<file path="src/rtl/cdb_arbiter.sv">
// Complete-stage CDB arbiter: one-entry result buffer per functional unit,
// round-robin grant of one buffered result per cycle onto the common data bus.
module cdb_arbiter #(
  parameter int NUM_REQ = 4,
  parameter int TAG_W   = 6,
  parameter int ROB_W   = 5,
  parameter int DATA_W  = 32
) (
  input  logic                      clock,
  input  logic                      reset,
  input  logic                      flush,
  input  logic [NUM_REQ-1:0]        req_valid,
  input  logic [NUM_REQ*TAG_W-1:0]  req_tag,
  input  logic [NUM_REQ*ROB_W-1:0]  req_rob_idx,
  input  logic [NUM_REQ*DATA_W-1:0] req_data,
  output logic [NUM_REQ-1:0]        req_ready,
  output logic                      cdb_en,
  output logic [TAG_W-1:0]          cdb_tag,
  output logic [ROB_W-1:0]          cdb_rob_idx,
  output logic [DATA_W-1:0]         cdb_data,
  output logic [NUM_REQ-1:0]        cdb_grant
);

  localparam int PTR_W = (NUM_REQ > 1) ? $clog2(NUM_REQ) : 1;

  logic [NUM_REQ-1:0] buf_valid;
  logic [TAG_W-1:0]   buf_tag     [NUM_REQ];
  logic [ROB_W-1:0]   buf_rob_idx [NUM_REQ];
  logic [DATA_W-1:0]  buf_data    [NUM_REQ];
  logic [PTR_W-1:0]   rr_ptr;

  logic               grant_any;
  logic [PTR_W-1:0]   grant_idx;
  logic [NUM_REQ-1:0] grant;

  // Two-pass priority search: first entries at or above rr_ptr, then the
  // wrapped-around low entries. Only registered state and flush are used.
  always_comb begin
    grant_any = 1'b0;
    grant_idx = '0;
    for (int i = 0; i < NUM_REQ; i++) begin
      if (!grant_any && buf_valid[i] && (i >= int'(rr_ptr))) begin
        grant_any = 1'b1;
        grant_idx = PTR_W'(i);
      end
    end
    for (int i = 0; i < NUM_REQ; i++) begin
      if (!grant_any && buf_valid[i]) begin
        grant_any = 1'b1;
        grant_idx = PTR_W'(i);
      end
    end
    if (flush) begin
      grant_any = 1'b0;
    end
  end

  always_comb begin
    grant = '0;
    for (int i = 0; i < NUM_REQ; i++) begin
      grant[i] = grant_any && (grant_idx == PTR_W'(i));
    end
  end

  always_comb begin
    cdb_tag     = '0;
    cdb_rob_idx = '0;
    cdb_data    = '0;
    for (int i = 0; i < NUM_REQ; i++) begin
      if (grant[i]) begin
        cdb_tag     = buf_tag[i];
        cdb_rob_idx = buf_rob_idx[i];
        cdb_data    = buf_data[i];
      end
    end
  end

  assign cdb_en    = grant_any;
  assign cdb_grant = grant;

  // A granted entry frees its slot this cycle, so the unit may refill it
  // at the same edge the old result leaves.
  assign req_ready = {NUM_REQ{reset & ~flush}} & (~buf_valid | grant);

  always_ff @(posedge clock or negedge reset) begin
    if (!reset) begin
      buf_valid <= '0;
      for (int i = 0; i < NUM_REQ; i++) begin
        buf_tag[i]     <= '0;
        buf_rob_idx[i] <= '0;
        buf_data[i]    <= '0;
      end
    end else begin
      for (int i = 0; i < NUM_REQ; i++) begin
        if (flush) begin
          buf_valid[i] <= 1'b0;
        end else if (req_valid[i] && req_ready[i]) begin
          buf_valid[i]   <= 1'b1;
          buf_tag[i]     <= req_tag[i*TAG_W +: TAG_W];
          buf_rob_idx[i] <= req_rob_idx[i*ROB_W +: ROB_W];
          buf_data[i]    <= req_data[i*DATA_W +: DATA_W];
        end else if (grant[i]) begin
          buf_valid[i] <= 1'b0;
        end
      end
    end
  end

  always_ff @(posedge clock or negedge reset) begin
    if (!reset) begin
      rr_ptr <= '0;
    end else if (grant_any) begin
      if (grant_idx == PTR_W'(NUM_REQ - 1)) begin
        rr_ptr <= '0;
      end else begin
        rr_ptr <= grant_idx + PTR_W'(1);
      end
    end
  end

endmodule

</file>
<file path="config.mk">
export PLATFORM = sky130hd
export DESIGN_NAME = cdb_arbiter
export DESIGN_NICKNAME = d
export VERILOG_FILES = /design/src/rtl/cdb_arbiter.sv
export SDC_FILE = /design/constraint.sdc
export NUM_CORES = 1
export LEC_CHECK = 0
export CORE_UTILIZATION = 45
export DETAILED_ROUTE_END_ITERATION = 10
export PLACE_DENSITY_LB_ADDON = 0.08
export SKIP_CTS_REPAIR_TIMING = 1
export SYNTH_ARGS = -nofsm -noshare
export SYNTH_HDL_FRONTEND = slang
export SYNTH_SLANG_ARGS = --single-unit
export TNS_END_PERCENT = 50
</file>
<file path="constraint.sdc">
create_clock -name clock -period 7.5 [get_ports clock]
set_clock_uncertainty 0.05 [all_clocks]
set_input_delay 1.125 -clock clock [delete_from_list [all_inputs] [get_ports clock]]
set_output_delay 1.125 -clock clock [all_outputs]
set_load 0.01 [all_outputs]
</file>
==> results of run 1 <==
## sequential cells by signal (all words and copies together) (netlist names)
register	cells
buf_data	128
buf_tag	24
buf_rob_idx	20
buf_valid	4
rr_ptr	2
## power by group through the flow
stage	Combinational, mW	Sequential [mW]	Clock [mW]
global route	1.08	1.36	0.993
global placement	0.977	1.33	0
floorplan	0.668	1.30	0
detailed placement	0.996	1.34	0
finish	0.991	1.33	0.931
CTS	1.00	1.33	0.951
## logic make-up after synthesis
logic type,share of synthesized area [%]
flops,50.27
simple gates,7.724
mux,25.91
compound gates,11.32
fa+ha+maj,0.5648
buf+inv,4.208
## layout by cell type (no fill, tap or decap)
cell             netlist  layout
a21boi_0               1       1
a21o_1                43      43
a21oi_1               49      49
and3b_1               43      43
buf_4                  1       3
buf_6                 17       1
bufinv_16              0       3
clkbuf_1              25       1
clkbuf_16              0      17
clkdlybuf4s50_1        0     229
clkinv_2               0       1
clkinv_4               0       2
clkinvlp_4             0       2
dfrtp_1              178     178
ha_2                   0       4
inv_1                  5       5
inv_2                  2       2
inv_6                  0       4
inv_8                  0       1
mux2_2                87      87
mux2_4                87      87
mux2i_1                1       1
nand2_1               43      43
nand2b_1               5       5
nand3_4                4       4
nor2_1                 4       4
nor2b_2                1       1
nor4_1                 1       1
o21a_1                 1       1
o21ai_0                4       4
o221ai_1              44      44
o22a_1                 1       1
o22ai_1                1       1
or2_2                  0       1
or3b_2                 1       1
## final timing paths
path                       depth (start not counted)  slack (ns)                 startpoint                           to
setup reg to reg                                   8        3.41      rr_ptr[1]$_DFFE_PN0P_     buf_data[75]$_DFFE_PN0P_
min in group asynchronous                          1        0.58                      reset  buf_rob_idx[16]$_DFFE_PN0P_
max in group asynchronous                          3        4.78                      reset     buf_data[99]$_DFFE_PN0P_
setup / recovery                                   8        2.05      rr_ptr[1]$_DFFE_PN0P_                 cdb_data[20]
hold reg to reg                                    1        0.45  buf_data[108]$_DFFE_PN0P_    buf_data[108]$_DFFE_PN0P_
hold / removal                                     1        0.45  buf_data[108]$_DFFE_PN0P_    buf_data[108]$_DFFE_PN0P_
## per-stage QoR
stage	power [mW]	area (µm²)	setup slack [ns]	instances
after global placement	2.303	11180	2.586	1104
after CTS	3.279	11780	2.005	1135
after global routing	3.424	11780	1.781	1135
final	3.250	11780	2.053	1135
after floorplan	1.965	8861	4.117	665
after detailed placement	2.335	11180	2.500	1104
## routing by layer
metal  up-vias  GRT usage (%)
met5         -              0
met4         0          6.395
met3        18          7.167
met2       209          39.45
met1      3071          31.41
li1       2830              -
## critical path: stages (launching register included)
cell and delay (ns):
dfrtp_1 0.46, or3b_2 0.50, o221ai_1 0.16, inv_1 0.14, ha_2 0.56, inv_2 0.84, o221ai_1 0.39, a21oi_1 0.21
clkdlybuf4s50_1 0.57
## layout make-up
cell class,instances,area share (%)
Inverter,7,0.2231
Clock inverter,13,1.477
Timing Repair Buffer,233,19.75
Tap cell,260,2.762
Clock buffer,18,3.644
Sequential cell,178,37.82
Multi-Input combinational cell,426,34.33
==> impl_results.md, run 1 <==
- CTS max path bufs: 2
- Clk sink count: 178
- NetSw: 0.9390 mW
- Die area: 20,260 µm²
- Max-cap violations: 0
- Clk slew on worst S/H paths: 0.06 ns
- Seq/Total Area, Yosys: 50.27%
- Fmax: 0.1836 GHz
- WP data arrival: 4.27 ns
- Crit. End Element: output pin
- Fin crit period: 5.447 ns
- Gate Count Post-Synth: 665
- Area Overhead vs Synth: 32.93%
- First-pass iteration count of the detailed router: 6
- Setup crit start kind: register
- WS Path Type: reg -> out
- Die width: 142.3 µm
- Power density over cell area: 275.9 nW/µm²
- Top post-synthesis cells by area: dfrtp_1 50%, mux2_4 15%, mux2_2 11%, o221ai_1 4.3%, and3b_1 4.3%
- Most frequent cell after synthesis: dfrtp_1
- IO buf count: 230
- Met2 wire length: 11,520 µm
- Combinational share of power: 30.5%
- Area of the multi-input gates: 4044 µm²
- IO Count: 231
- Setup violations, final: 0
- First-pass GRT wire length: 37,040 µm
- Unrepaired setup endpoints after global routing: false
- Worst rel slew slack: 27.57%
- Leading area contributor after synthesis: dfrtp_1
- Cell internal pwr: 2.311 mW
- Hold Violations, Final: 0
- Total vias in the final route: 6,128
- DRC: 0
- DRT iter0 DRCs: 290
- Status: finished clean
- Synth Net Count: 848
- Asr flop ratio synth: 100.0%
- Switch share: 28.89%
- LEAKAGE: 5.405 nW
- Sequential cell area: 4454 µm²
- Layout cell share with drive strength beyond 1: 25.26%
- Worst EP required: 6.32 ns
- Layout Nets: 1,046
- Clock network fraction of design power: 28.6%
- Post-DP HPWL: 14,680 µm
- Max VDD drop: 0.1584 mV
- Std-Cell Rows: 50
- Max-slew violation count: 0
- Worst-Margin Slew: 1.086 ns
- Top layer in use: met4
- Die height: 142.3 µm
- Worst skew pair latency: 0.42 ns
- Root Driver: clkbuf_16
- Tcrit/Tclk final: 72.63%
- Post-synth top area share: 50.27%
- Vias in the first global route: 6,690
- EDFF count, synth: 0
- Initial antenna violation count: 0
- Fin Hold WS: 0.4521 ns
- Max H-tree Level: 4
- Placeable Area: 19,020 µm²
- Routed vias/inst: 5.399
- Cts bufs inserted: 17
- Met3 wire len: 1621 µm
- Pin count of the biggest net entering global routing: 72
- Seq cells post-synth: 178
- Grt ovf: 0
- GRT Overall Usage: 24.21%
- Final wirelength: 23,510 µm
- Routed WL per cell: 20.71 µm
- Met1 wire length: 10,120 µm
- Sequential share of power: 40.9%
- # diodes: 0
- Setup TNS Final: 0 ns
- Cell area after synthesis: 8861 µm²
- Netlist cell types: 30
- CTS tree: built
- Yosys warning count: 0
- Avg Synthesized Cell Area: 13.32 µm²
- Initial Utilization: 46.59%
- # fillers: 1,530
- Worst hold path class: reg -> reg
- Post-route ant nets: 0
- Top cells by count, synth: 178 x dfrtp_1, 87 x mux2_2, 87 x mux2_4, 49 x a21oi_1, 44 x o221ai_1
- Finished Core Util: 61.93%
- Max FO, Critical Path: 45
- GPL Wtd Cong: 0.7790
- Most used DFF post-synth: dfrtp_1
Power figures use the tool's default switching activity.
==> run 2, diff against run 1 <==
clock period = 5.36 ns   (was 7.5 ns; I/O delays follow)
==> impl_results.md, run 2 (same netlist as run 1, synthesis figures left out) <==
- Layout Nets: 1,048 (+0.19%)
- Max FO, Critical Path: 61 (+36%)
- # diodes: 0 (unchanged)
- Cts bufs inserted: 17 (unchanged)
- Total vias in the final route: 6,221 (+1.5%)
- IO Count: 231 (unchanged)
- Clk slew on worst S/H paths: 0.07 ns (about the same)
- Die area: 20,260 µm² (unchanged)
- LEAKAGE: 5.404 nW (about the same)
- CP dominant cell by count: o221ai_1
- Clock network fraction of design power: 28.1% (-0.5 points)
- Unrepaired setup endpoints after global routing: false
- Post-DP HPWL: 14,680 µm (about the same)
- Met1 wire length: 10,580 µm (+4.5%)
- Top layer in use: met4
- CTS tree: built
- NetSw: 1.332 mW (+42%)
- Max VDD drop: 0.2093 mV (+32%)
- WS Path Type: reg -> out
- Die width: 142.3 µm (unchanged)
- Area Overhead vs Synth: 32.99% (about the same)
- Routed vias/inst: 5.467 (+1.3%)
- Worst-path cell chain: mux2i_1 > o221ai_1 > inv_1 > ha_2 > buf_4 > a21o_1 > o221ai_1 > a21oi_1 > clkdlybuf4s50_1
- Top flop regs: buf_data (128), buf_tag (24), buf_rob_idx (20)
- Worst skew pair latency: 0.42 ns (about the same)
- First-pass iteration count of the detailed router: 4 (-2)
- Finished Core Util: 61.96% (about the same)
- Post-route ant nets: 0 (unchanged)
- Sequential cell area: 4454 µm² (unchanged)
- Slowest stage delay, CP: 0.95 ns (+0.11 ns)
- Placeable Area: 19,020 µm² (unchanged)
- Std-Cell Rows: 50 (unchanged)
- Worst rel slew slack: 21.91% (-5.7 points)
- Area of the multi-input gates: 4044 µm² (unchanged)
- Most flop-heavy register: buf_data
- Final wirelength: 24,070 µm (+2.4%)
- Cell internal pwr: 3.200 mW (+38%)
- CP max stage cell: ha_2
- Setup violations, final: 0 (unchanged)
- Root Driver: clkbuf_16
- GPL Wtd Cong: 0.8136 (+4.4%)
- Initial antenna violation count: 0 (unchanged)
- WP buf/inv: 3 (unchanged)
- Hold Violations, Final: 0 (unchanged)
- Final Cell Area: 11,780 µm² (about the same)
- Max H-tree Level: 4 (unchanged)
- Met3 wire len: 1437 µm (-11%)
- Tcrit/Tclk final: 93.46%
- Fin Hold WS: 0.3313 ns (-0.1208 ns)
- Switch share: 29.39% (+0.50 points)
- Layout cell share with drive strength beyond 1: 25.51% (+0.26 points)
- Power density over cell area: 384.6 nW/µm² (+39%)
- Met2 wire length: 11,600 µm (+0.63%)
- Max reg flops: 128 (unchanged)
- Placed Area: 11,190 µm² (+0.13%)
- Fmax: 0.1996 GHz
- First-pass GRT wire length: 38,350 µm (+3.5%)
- Setup crit start kind: register
- CP top delay family: buffers and inverters
- Crit. End Element: output pin
- GRT Overall Usage: 24.93% (+0.72 points)
- IO buf count: 230 (unchanged)
- WP data arrival: 4.16 ns (-0.11 ns)
- Initial Utilization: 46.59% (unchanged)
- Clk sink count: 178 (unchanged)
- Worst EP required: 4.51 ns (-1.81 ns)
- DRT iter0 DRCs: 243 (-16%)
- DRC: 0 (unchanged)
- Slack of the critical path: 0.3503 ns (-1.702 ns)
- Vias in the first global route: 6,804 (+1.7%)
- Combinational share of power: 30.9% (+0.4 points)
- Max-cap violations: 0 (unchanged)
- Sequential share of power: 41.0% (about the same)
- Grt ovf: 0 (unchanged)
- Max-slew violation count: 0 (unchanged)
- Fin crit period: 5.010 ns
- Most frequent cells in the layout: 229 x clkdlybuf4s50_1, 178 x dfrtp_1, 87 x mux2_4, 87 x mux2_2, 49 x a21oi_1
- Pin count of the biggest net entering global routing: 71 (-1.4%)
- Worst hold path class: in -> async
- Status: finished clean
- Die height: 142.3 µm (unchanged)
- DP Worst Slack: 0.9009 ns (-1.599 ns)
- Setup TNS Final: 0 ns (unchanged)
- Worst-Margin Slew: 1.171 ns (+0.08485 ns)
- Routed WL per cell: 21.15 µm (+2.1%)
- Most common cell after layout, fill and taps aside: clkdlybuf4s50_1
- CTS max path bufs: 2 (unchanged)
- # fillers: 1,539 (+0.59%)
-- run 2: cell count changes in the layout (fill, tap and decap cells not counted) --
cell,change
buf_4,+2
bufinv_16,-1
clkbuf_8,+1
clkinvlp_4,+2
inv_6,-1
-- run 2: per-layer routing --
metal / global-route usage [%] / vias to the layer above
li1: - / 2833
met3: 5.720 / 27
met5: 0 / -
met2: 41.07 / 194
met1: 32.42 / 3167
met4: 8.093 / 0
-- run 2: power groups by stage --
stage / clock network [mW] / logic [mW] / registers [mW]
6_report: 1.27 / 1.40 / 1.86
5_1_grt: 1.35 / 1.52 / 1.90
4_1_cts: 1.29 / 1.42 / 1.85
3_5_place_dp: 0 / 1.41 / 1.87
3_3_place_gp: 0 / 1.37 / 1.86
2_1_floorplan: 0 / 0.935 / 1.81
-- run 2: final timing paths --
kind	startpoint	endpoint	slack [ns]	cells after the start
setup / recovery	rr_ptr[1]$_DFFE_PN0P_	cdb_tag[0]	0.35	9
hold / removal	reset	buf_tag[7]$_DFFE_PN0P_	0.33	1
setup reg to reg	rr_ptr[1]$_DFFE_PN0P_	buf_rob_idx[12]$_DFFE_PN0P_	1.42	7
hold reg to reg	buf_data[116]$_DFFE_PN0P_	buf_data[116]$_DFFE_PN0P_	0.45	1
max in group asynchronous	reset	buf_data[75]$_DFFE_PN0P_	3.72	2
min in group clock	buf_data[116]$_DFFE_PN0P_	buf_data[116]$_DFFE_PN0P_	0.45	1
-- run 2: worst reg2reg max path, cell delays in order, from the launching register on --
cell and delay, ns:
dfrtp_1 0.47, mux2i_1 0.27, o221ai_1 0.26, inv_1 0.17, ha_2 0.95, nand2b_1 0.29
nand3_4 0.75, mux2_4 0.61
-- run 2: cell type report --
class	count	share of cell area (%)
multi-input cells	426	34.32
clock inverters	13	1.274
inverters	7	0.2230
repair buffers	235	19.87
well taps	260	2.761
clock buffers	19	3.759
flip-flops and latches	178	37.80
-- run 2: per-stage QoR --
stage | cells | total power [mW]
6_report | 1138 | 4.532
5_1_grt | 1138 | 4.767
4_1_cts | 1138 | 4.556
3_5_place_dp | 1106 | 3.281
3_3_place_gp | 1106 | 3.229
2_1_floorplan | 665 | 2.750
==> run 3, diff against run 2 <==
CTS_CLUSTER_SIZE = 14   (was unset)
GPL_ROUTABILITY_DRIVEN = 0   (was unset)
==> results of run 3 <==
Final layout, timing and power as in run 2 (identical DEF).
